## src/rtl/fifo_drain_arbiter_if.sv

```systemverilog
// Upstream FIFO heads plus the downstream valid/ready beat stream of fifo_drain_arbiter.
// master = arbiter side, slave = FIFO bank / downstream consumer side.
interface fifo_drain_arbiter_if #(
    parameter int NUM_REQ    = 4,
    parameter int DATA_WIDTH = 32
);
    localparam int IDX_W = $clog2(NUM_REQ);

    logic [NUM_REQ-1:0]            fifo_empty_i;
    logic [NUM_REQ*DATA_WIDTH-1:0] fifo_data_i;
    logic [NUM_REQ-1:0]            fifo_pop_o;
    logic                          out_valid_o;
    logic                          out_ready_i;
    logic [DATA_WIDTH-1:0]         out_data_o;
    logic [IDX_W-1:0]              out_src_o;

    modport master (
        input  fifo_empty_i, fifo_data_i, out_ready_i,
        output fifo_pop_o, out_valid_o, out_data_o, out_src_o
    );

    modport slave (
        output fifo_empty_i, fifo_data_i, out_ready_i,
        input  fifo_pop_o, out_valid_o, out_data_o, out_src_o
    );
endinterface

```

## src/rtl/fifo_drain_arbiter.sv

```systemverilog
// Round-robin burst-hold drain of NUM_REQ fall-through FIFOs into one registered beat stream.
// Optional FIFO_DRAIN_ARB_STATS_EN adds saturating pop and stall counters.
module fifo_drain_arbiter #(
    parameter int NUM_REQ    = 4,
    parameter int DATA_WIDTH = 32,
    parameter int MAX_BURST  = 4
) (
    input  logic                   clk_i,
    input  logic                   rst_i,
    input  logic                   flush_i,
    fifo_drain_arbiter_if.master   bus,
    output logic                   busy_o
`ifdef FIFO_DRAIN_ARB_STATS_EN
    ,
    output logic [31:0]            stat_pop_cnt_o,
    output logic [31:0]            stat_stall_cnt_o
`endif
);
    localparam int IDX_W = $clog2(NUM_REQ);
    localparam int CNT_W = $clog2(MAX_BURST + 1);

    typedef enum logic {IDLE, BURST} state_e;

    state_e                 state_q, state_d;
    logic [IDX_W-1:0]       rr_ptr_q, rr_ptr_d;
    logic [IDX_W-1:0]       cur_q, cur_d;
    logic [CNT_W-1:0]       burst_cnt_q, burst_cnt_d;
    logic                   out_valid_q, out_valid_d;
    logic [DATA_WIDTH-1:0]  out_data_q, out_data_d;
    logic [IDX_W-1:0]       out_src_q, out_src_d;

    logic                   load_en;
    logic                   run;
    logic                   pop_en;
    logic [IDX_W-1:0]       pop_idx;
    logic                   start_en;
    logic [IDX_W-1:0]       start_idx;
    logic [IDX_W:0]         pick_rr;
    logic [IDX_W:0]         pick_nxt;
    logic [CNT_W-1:0]       burst_inc;
    logic [NUM_REQ-1:0]     pop_vec;

    function automatic logic [IDX_W-1:0] wrap_inc(input logic [IDX_W-1:0] idx);
        return (32'(idx) == 32'(NUM_REQ - 1)) ? '0 : idx + 1'b1;
    endfunction

    // {found, index} of the first non-empty FIFO at or after start, modulo NUM_REQ
    function automatic logic [IDX_W:0] rr_pick(input logic [NUM_REQ-1:0] empty,
                                               input logic [IDX_W-1:0]   start);
        logic [IDX_W:0] res;
        int unsigned    idx;
        res = '0;
        for (int unsigned i = 0; i < NUM_REQ; i++) begin
            idx = (32'(start) + i) % 32'(NUM_REQ);
            if (!res[IDX_W] && !empty[idx]) begin
                res = {1'b1, IDX_W'(idx)};
            end
        end
        return res;
    endfunction

    assign load_en = ~out_valid_q | bus.out_ready_i;
    assign run     = ~rst_i & ~flush_i & load_en;

    always_ff @(posedge clk_i) begin
        if (rst_i) begin
            state_q     <= IDLE;
            rr_ptr_q    <= '0;
            cur_q       <= '0;
            burst_cnt_q <= '0;
            out_valid_q <= 1'b0;
            out_data_q  <= '0;
            out_src_q   <= '0;
        end else begin
            state_q     <= state_d;
            rr_ptr_q    <= rr_ptr_d;
            cur_q       <= cur_d;
            burst_cnt_q <= burst_cnt_d;
            out_valid_q <= out_valid_d;
            out_data_q  <= out_data_d;
            out_src_q   <= out_src_d;
        end
    end

    always_comb begin
        state_d     = state_q;
        rr_ptr_d    = rr_ptr_q;
        cur_d       = cur_q;
        burst_cnt_d = burst_cnt_q;
        pop_en      = 1'b0;
        pop_idx     = cur_q;
        start_en    = 1'b0;
        pick_rr     = rr_pick(bus.fifo_empty_i, rr_ptr_q);
        pick_nxt    = rr_pick(bus.fifo_empty_i, wrap_inc(cur_q));
        start_idx   = pick_rr[IDX_W-1:0];
        burst_inc   = burst_cnt_q + 1'b1;

        if (flush_i) begin
            state_d     = IDLE;
            burst_cnt_d = '0;
        end

        if (run) begin
            unique case (state_q)
                IDLE: start_en = pick_rr[IDX_W];
                BURST: begin
                    if (!bus.fifo_empty_i[cur_q]) begin
                        pop_en      = 1'b1;
                        pop_idx     = cur_q;
                        burst_cnt_d = burst_inc;
                        if (burst_inc == CNT_W'(MAX_BURST)) begin
                            state_d  = IDLE;
                            rr_ptr_d = wrap_inc(cur_q);
                        end
                    end else begin
                        // Source ran dry: rotate past it and grant the next one this cycle.
                        state_d   = IDLE;
                        rr_ptr_d  = wrap_inc(cur_q);
                        start_en  = pick_nxt[IDX_W];
                        start_idx = pick_nxt[IDX_W-1:0];
                    end
                end
            endcase

            if (start_en) begin
                pop_en      = 1'b1;
                pop_idx     = start_idx;
                cur_d       = start_idx;
                burst_cnt_d = CNT_W'(1);
                if (MAX_BURST > 1) begin
                    state_d = BURST;
                end else begin
                    state_d  = IDLE;
                    rr_ptr_d = wrap_inc(start_idx);
                end
            end
        end

        out_valid_d = out_valid_q;
        out_data_d  = out_data_q;
        out_src_d   = out_src_q;
        if (flush_i) begin
            out_valid_d = 1'b0;
        end else if (pop_en) begin
            out_valid_d = 1'b1;
            out_data_d  = bus.fifo_data_i[32'(pop_idx)*DATA_WIDTH +: DATA_WIDTH];
            out_src_d   = pop_idx;
        end else if (load_en) begin
            out_valid_d = 1'b0;
        end
    end

    always_comb begin
        pop_vec = '0;
        if (pop_en) begin
            pop_vec[pop_idx] = 1'b1;
        end
        busy_o = (state_q == BURST) | out_valid_q;
    end

    assign bus.fifo_pop_o  = pop_vec;
    assign bus.out_valid_o = out_valid_q;
    assign bus.out_data_o  = out_data_q;
    assign bus.out_src_o   = out_src_q;

`ifdef FIFO_DRAIN_ARB_STATS_EN
    logic [31:0] stat_pop_cnt_q, stat_pop_cnt_d;
    logic [31:0] stat_stall_cnt_q, stat_stall_cnt_d;

    always_comb begin
        stat_pop_cnt_d   = stat_pop_cnt_q;
        stat_stall_cnt_d = stat_stall_cnt_q;
        if (pop_en && stat_pop_cnt_q != '1) begin
            stat_pop_cnt_d = stat_pop_cnt_q + 32'd1;
        end
        if (out_valid_q && !bus.out_ready_i && stat_stall_cnt_q != '1) begin
            stat_stall_cnt_d = stat_stall_cnt_q + 32'd1;
        end
    end

    always_ff @(posedge clk_i) begin
        if (rst_i) begin
            stat_pop_cnt_q   <= '0;
            stat_stall_cnt_q <= '0;
        end else begin
            stat_pop_cnt_q   <= stat_pop_cnt_d;
            stat_stall_cnt_q <= stat_stall_cnt_d;
        end
    end

    assign stat_pop_cnt_o   = stat_pop_cnt_q;
    assign stat_stall_cnt_o = stat_stall_cnt_q;
`endif
endmodule

```

## src/flat_wrapper.sv

```systemverilog
// flat-port wrapper written by rule: the top's interface ports become plain ports
module fifo_drain_arbiter_flat 
#(
    parameter int NUM_REQ    = 4,
    parameter int DATA_WIDTH = 32,
    parameter int MAX_BURST  = 4
)
  (clk_i, rst_i, flush_i, busy_o, bus_fifo_empty_i, bus_fifo_data_i, bus_out_ready_i, bus_fifo_pop_o, bus_out_valid_o, bus_out_data_o, bus_out_src_o);
  fifo_drain_arbiter_if #(.NUM_REQ(NUM_REQ), .DATA_WIDTH(DATA_WIDTH)) bus_i ();
  input  logic clk_i;
  input  logic rst_i;
  input  logic flush_i;
  output logic busy_o;
  input wire logic [$bits(bus_i.fifo_empty_i)-1:0] bus_fifo_empty_i;
  input wire logic [$bits(bus_i.fifo_data_i)-1:0] bus_fifo_data_i;
  input wire logic [$bits(bus_i.out_ready_i)-1:0] bus_out_ready_i;
  output wire logic [$bits(bus_i.fifo_pop_o)-1:0] bus_fifo_pop_o;
  output wire logic [$bits(bus_i.out_valid_o)-1:0] bus_out_valid_o;
  output wire logic [$bits(bus_i.out_data_o)-1:0] bus_out_data_o;
  output wire logic [$bits(bus_i.out_src_o)-1:0] bus_out_src_o;
  assign bus_i.fifo_empty_i = bus_fifo_empty_i;
  assign bus_i.fifo_data_i = bus_fifo_data_i;
  assign bus_i.out_ready_i = bus_out_ready_i;
  assign bus_fifo_pop_o = bus_i.fifo_pop_o;
  assign bus_out_valid_o = bus_i.out_valid_o;
  assign bus_out_data_o = bus_i.out_data_o;
  assign bus_out_src_o = bus_i.out_src_o;
  fifo_drain_arbiter #(.NUM_REQ(NUM_REQ), .DATA_WIDTH(DATA_WIDTH), .MAX_BURST(MAX_BURST)) u_core (.clk_i(clk_i), .rst_i(rst_i), .flush_i(flush_i), .bus(bus_i), .busy_o(busy_o));
endmodule
```

## config.mk

```make
export PLATFORM = sky130hd
export DESIGN_NAME = fifo_drain_arbiter_flat
export DESIGN_NICKNAME = d
export VERILOG_FILES = /design/src/rtl/fifo_drain_arbiter_if.sv /design/src/rtl/fifo_drain_arbiter.sv /design/src/flat_wrapper.sv
export SDC_FILE = /design/constraint.sdc
export NUM_CORES = 1
export LEC_CHECK = 0
export BUFFER_PORTS_ARGS = -buffer_cell sky130_fd_sc_hd__buf_2
export CORE_AREA = 2 2 101 103
export DETAILED_ROUTE_END_ITERATION = 10
export DIE_AREA = 0 0 103 105
export PLACE_DENSITY = 0.63
export SYNTH_ARGS = -nofsm -noshare
export SYNTH_HDL_FRONTEND = slang
export SYNTH_SLANG_ARGS = --single-unit
```

## constraint.sdc

```tcl
create_clock -name clk_i -period 3 [get_ports clk_i]
set_input_delay 0.15 -clock clk_i [delete_from_list [all_inputs] [get_ports clk_i]]
set_output_delay 0.15 -clock clk_i [all_outputs]
set_load 0.01 [all_outputs]
```

==> run metrics <==
status=completed; via count=~3900; Syn Area/Cell=~8.2 um2; Site Rows=36; Hold Path Stages=3; Worst Hold End=u_core.bus.out_data_o[23]; Leak Pwr=2.12 nW; total CTS buffers=5; largest net degree at the start of global routing=56; post-route ant nets=0; Synth warnings=0; PD cells=340 nW/um2; chip width=approximately 100 um; clock sink count=43; WP data arrival=2770 ps; FMAX=343 MHz; HPWL Detailed=~8400 um; core area=approximately 9600 um2; IO Pins=176; Nets=705; Top FF cell, synth=dfxtp_1; Setup-failing EPs final=0; Hold WS=81.8 ps; Worst Hold Class=input port to flop; critical path required time=2850 ps; flop-to-flop setup slack=140 ps; R2R cell count=10; Syn Inst Count=401; sequential-to-total area share from yosys stat=26.1%; Async SR Flop Fraction=0%; commonest cells in the netlist=nand3_1, dfxtp_1, o21ai_0; Max Cap Viol=0; GRT Residual Overflow=0; top cells by area, synth=dfxtp_1, nand3_1, a221o_1; RR Endpoint=u_core.bus.out_data_o[25]; die area=between 10000 and 15000 um2; post-synth top area share=26.1%; Post-Route WL=11900 um; Slew Limit Fails=0; port bufs=roughly 180; Final period util=97.2%; Global Route Usage Sum=approximately a fifth; Post-synth EDFFs=0; min Tclk post-route=2920 ps; top-count cell post-synth=nand3_1; first-pass GRT wire length=between 15000 and 20000 um; CP startpoint kind=flop; Hold Path Origin=bus_fifo_data_i[119]; Net Count, Synth=about 540; Max IR drop VDD=171 uV; max_slew headroom=50.3%; Tightest Pin Transition=745 ps; CTS tree=yes; initial antenna violation count=0; antenna cell count=0; kind of critical path=flop to output pin; Die Y=105 um; r2r startpoint=u_core.cur_q[0]; Setup crit end kind=output pin; RSZ-0062 raised after global routing=true; Distinct cells, synth=54; WL/cell=around 17 um; GPL Wtd Cong=0.914; Via-to-Cell Ratio=5.55; fraction of layout cells with a size suffix above 1=42.1%; clk buf depth=2; drt pass-1 iters=5; Area Growth Syn to Fin=38.1%; H-tree depth=2; leading area contributor after synthesis=dfxtp_1; initial core utilization=34.2%; Post-Layout Cell Count=698; DRC viols=0; DP Cell Count=686; Reg clk slew, reported paths=90 ps; area of the mapped netlist=between 3000 and 4000 um2; worst skew pair latency=300 ps; Final Hold Vio Count=0; worst-path maximum fanout=16; flops & latches, synth=43; root buffer cell=clkbuf_8; clock skew=2.46 ps; vias in the first global route=3724; Total Power Consumption=1.55 mW; First DRT Iteration DRCs=approximately 160
[state kept, by name, indices dropped and copies added (netlist names)]
| signal | count |
|---|---|
| u_core.burst_cnt_q | 3 |
| u_core.bus.out_data_o | 32 |
| u_core.bus.out_src_o | 2 |
| u_core.bus.out_valid_o | 1 |
| u_core.cur_q | 2 |
| u_core.rr_ptr_q | 2 |
| u_core.state_q | 1 |
[cell families (layout without fill, tap and decap cells)]
family | Yosys count | in the layout | share of synthesized area, %
AND/OR/NAND/NOR | 146 | 146 | 23.9
AO/OA/AOI/OAI | 133 | 133 | 33.7
buffers and inverters | 61 | 225 | 9.95
flip-flops | 43 | 43 | 26.1
multiplexers | 11 | 11 | 3.95
adder cells (fa/ha/maj) | 5 | 5 | 1.90
XOR/XNOR | 2 | 2 | 0.532
[layer usage]
| layer | track usage (%) | wire [um] |
|---|---|---|
| met1 | 25.8 | 4850 |
| met2 | 35.7 | 5920 |
| met3 | 4.15 | 819 |
| met4 | 8.18 | 283 |
| met5 | 0 | 0 |
[cell usage in the layout (no fill, tap or decap), types with 12 or more instances in the layout]
master and n:
nand4_1 12, and2_1 19, buf_2 175, buf_4 22, nor2_1 21, inv_1 13
a221o_1 23, dfxtp_1 41, nand3_1 51, o21ai_0 28, a32o_1 23
[power by group]
part	internal, mW	switching (mW)
clock	0.163	0.215
combinational	0.257	0.269
sequential	0.618	0.0264
total	1.04	0.510
[worst max-delay path, cell delays in order (launching register included)]
cell	delay (ps)
dfxtp_2	330
inv_2	110
ha_4	240
and3b_1	210
a311oi_4	300
nand4b_4	170
a41oi_4	260
mux2_4	370
buf_12	160
nor3_4	160
buf_2	150
[layout make-up]
type                       count  area, um2
clock buffer                   6       72.6
fill                         991       5090
tap                          133        166
multi-input combinational    297       2230
inverter                      14       52.6
timing repair buffer         203       1160
clock inverter                 2       12.5
sequential                    43        863
[what timing repair did]
item,CTS,global route
endpoints found under the hold margin,0,0
endpoints found under the setup margin,32,31
hold buffers,0,0
gates resized for setup,5,11
pin swaps,2,3
buffers inserted,1,2
gates cloned,0,1
[metrics by stage]
step | TNS (ps) | instance area (um2) | worst slack, ps | utilization, %
2_1_floorplan | 0 | 3330 | 3.46 | -
3_3_place_gp | 0 | 4340 | 79.8 | 45.0
3_5_place_dp | -348 | 4340 | -69.2 | 45.0
4_1_cts | 0 | 4470 | 8.43 | 46.4
5_1_grt | -50.1 | 4550 | -25.2 | 47.2
6_report | 0 | 4550 | 83.1 | 47.2
[worst max-delay path by stage]
stage	slack, ps	from	end
after floorplan	3	u_core.cur_q[0]	u_core.bus.out_data_o[7]
after global placement	80	u_core.cur_q[0]	u_core.bus.out_data_o[15]
after detailed placement	-70	u_core.cur_q[0]	u_core.bus.out_data_o[16]
after CTS	8	u_core.cur_q[0]	bus_fifo_pop_o[2]
after global routing	-30	u_core.cur_q[0]	bus_fifo_pop_o[2]
final	80	u_core.cur_q[0]	bus_fifo_pop_o[2]
No activity file was read; power rests on OpenSTA's default activity.
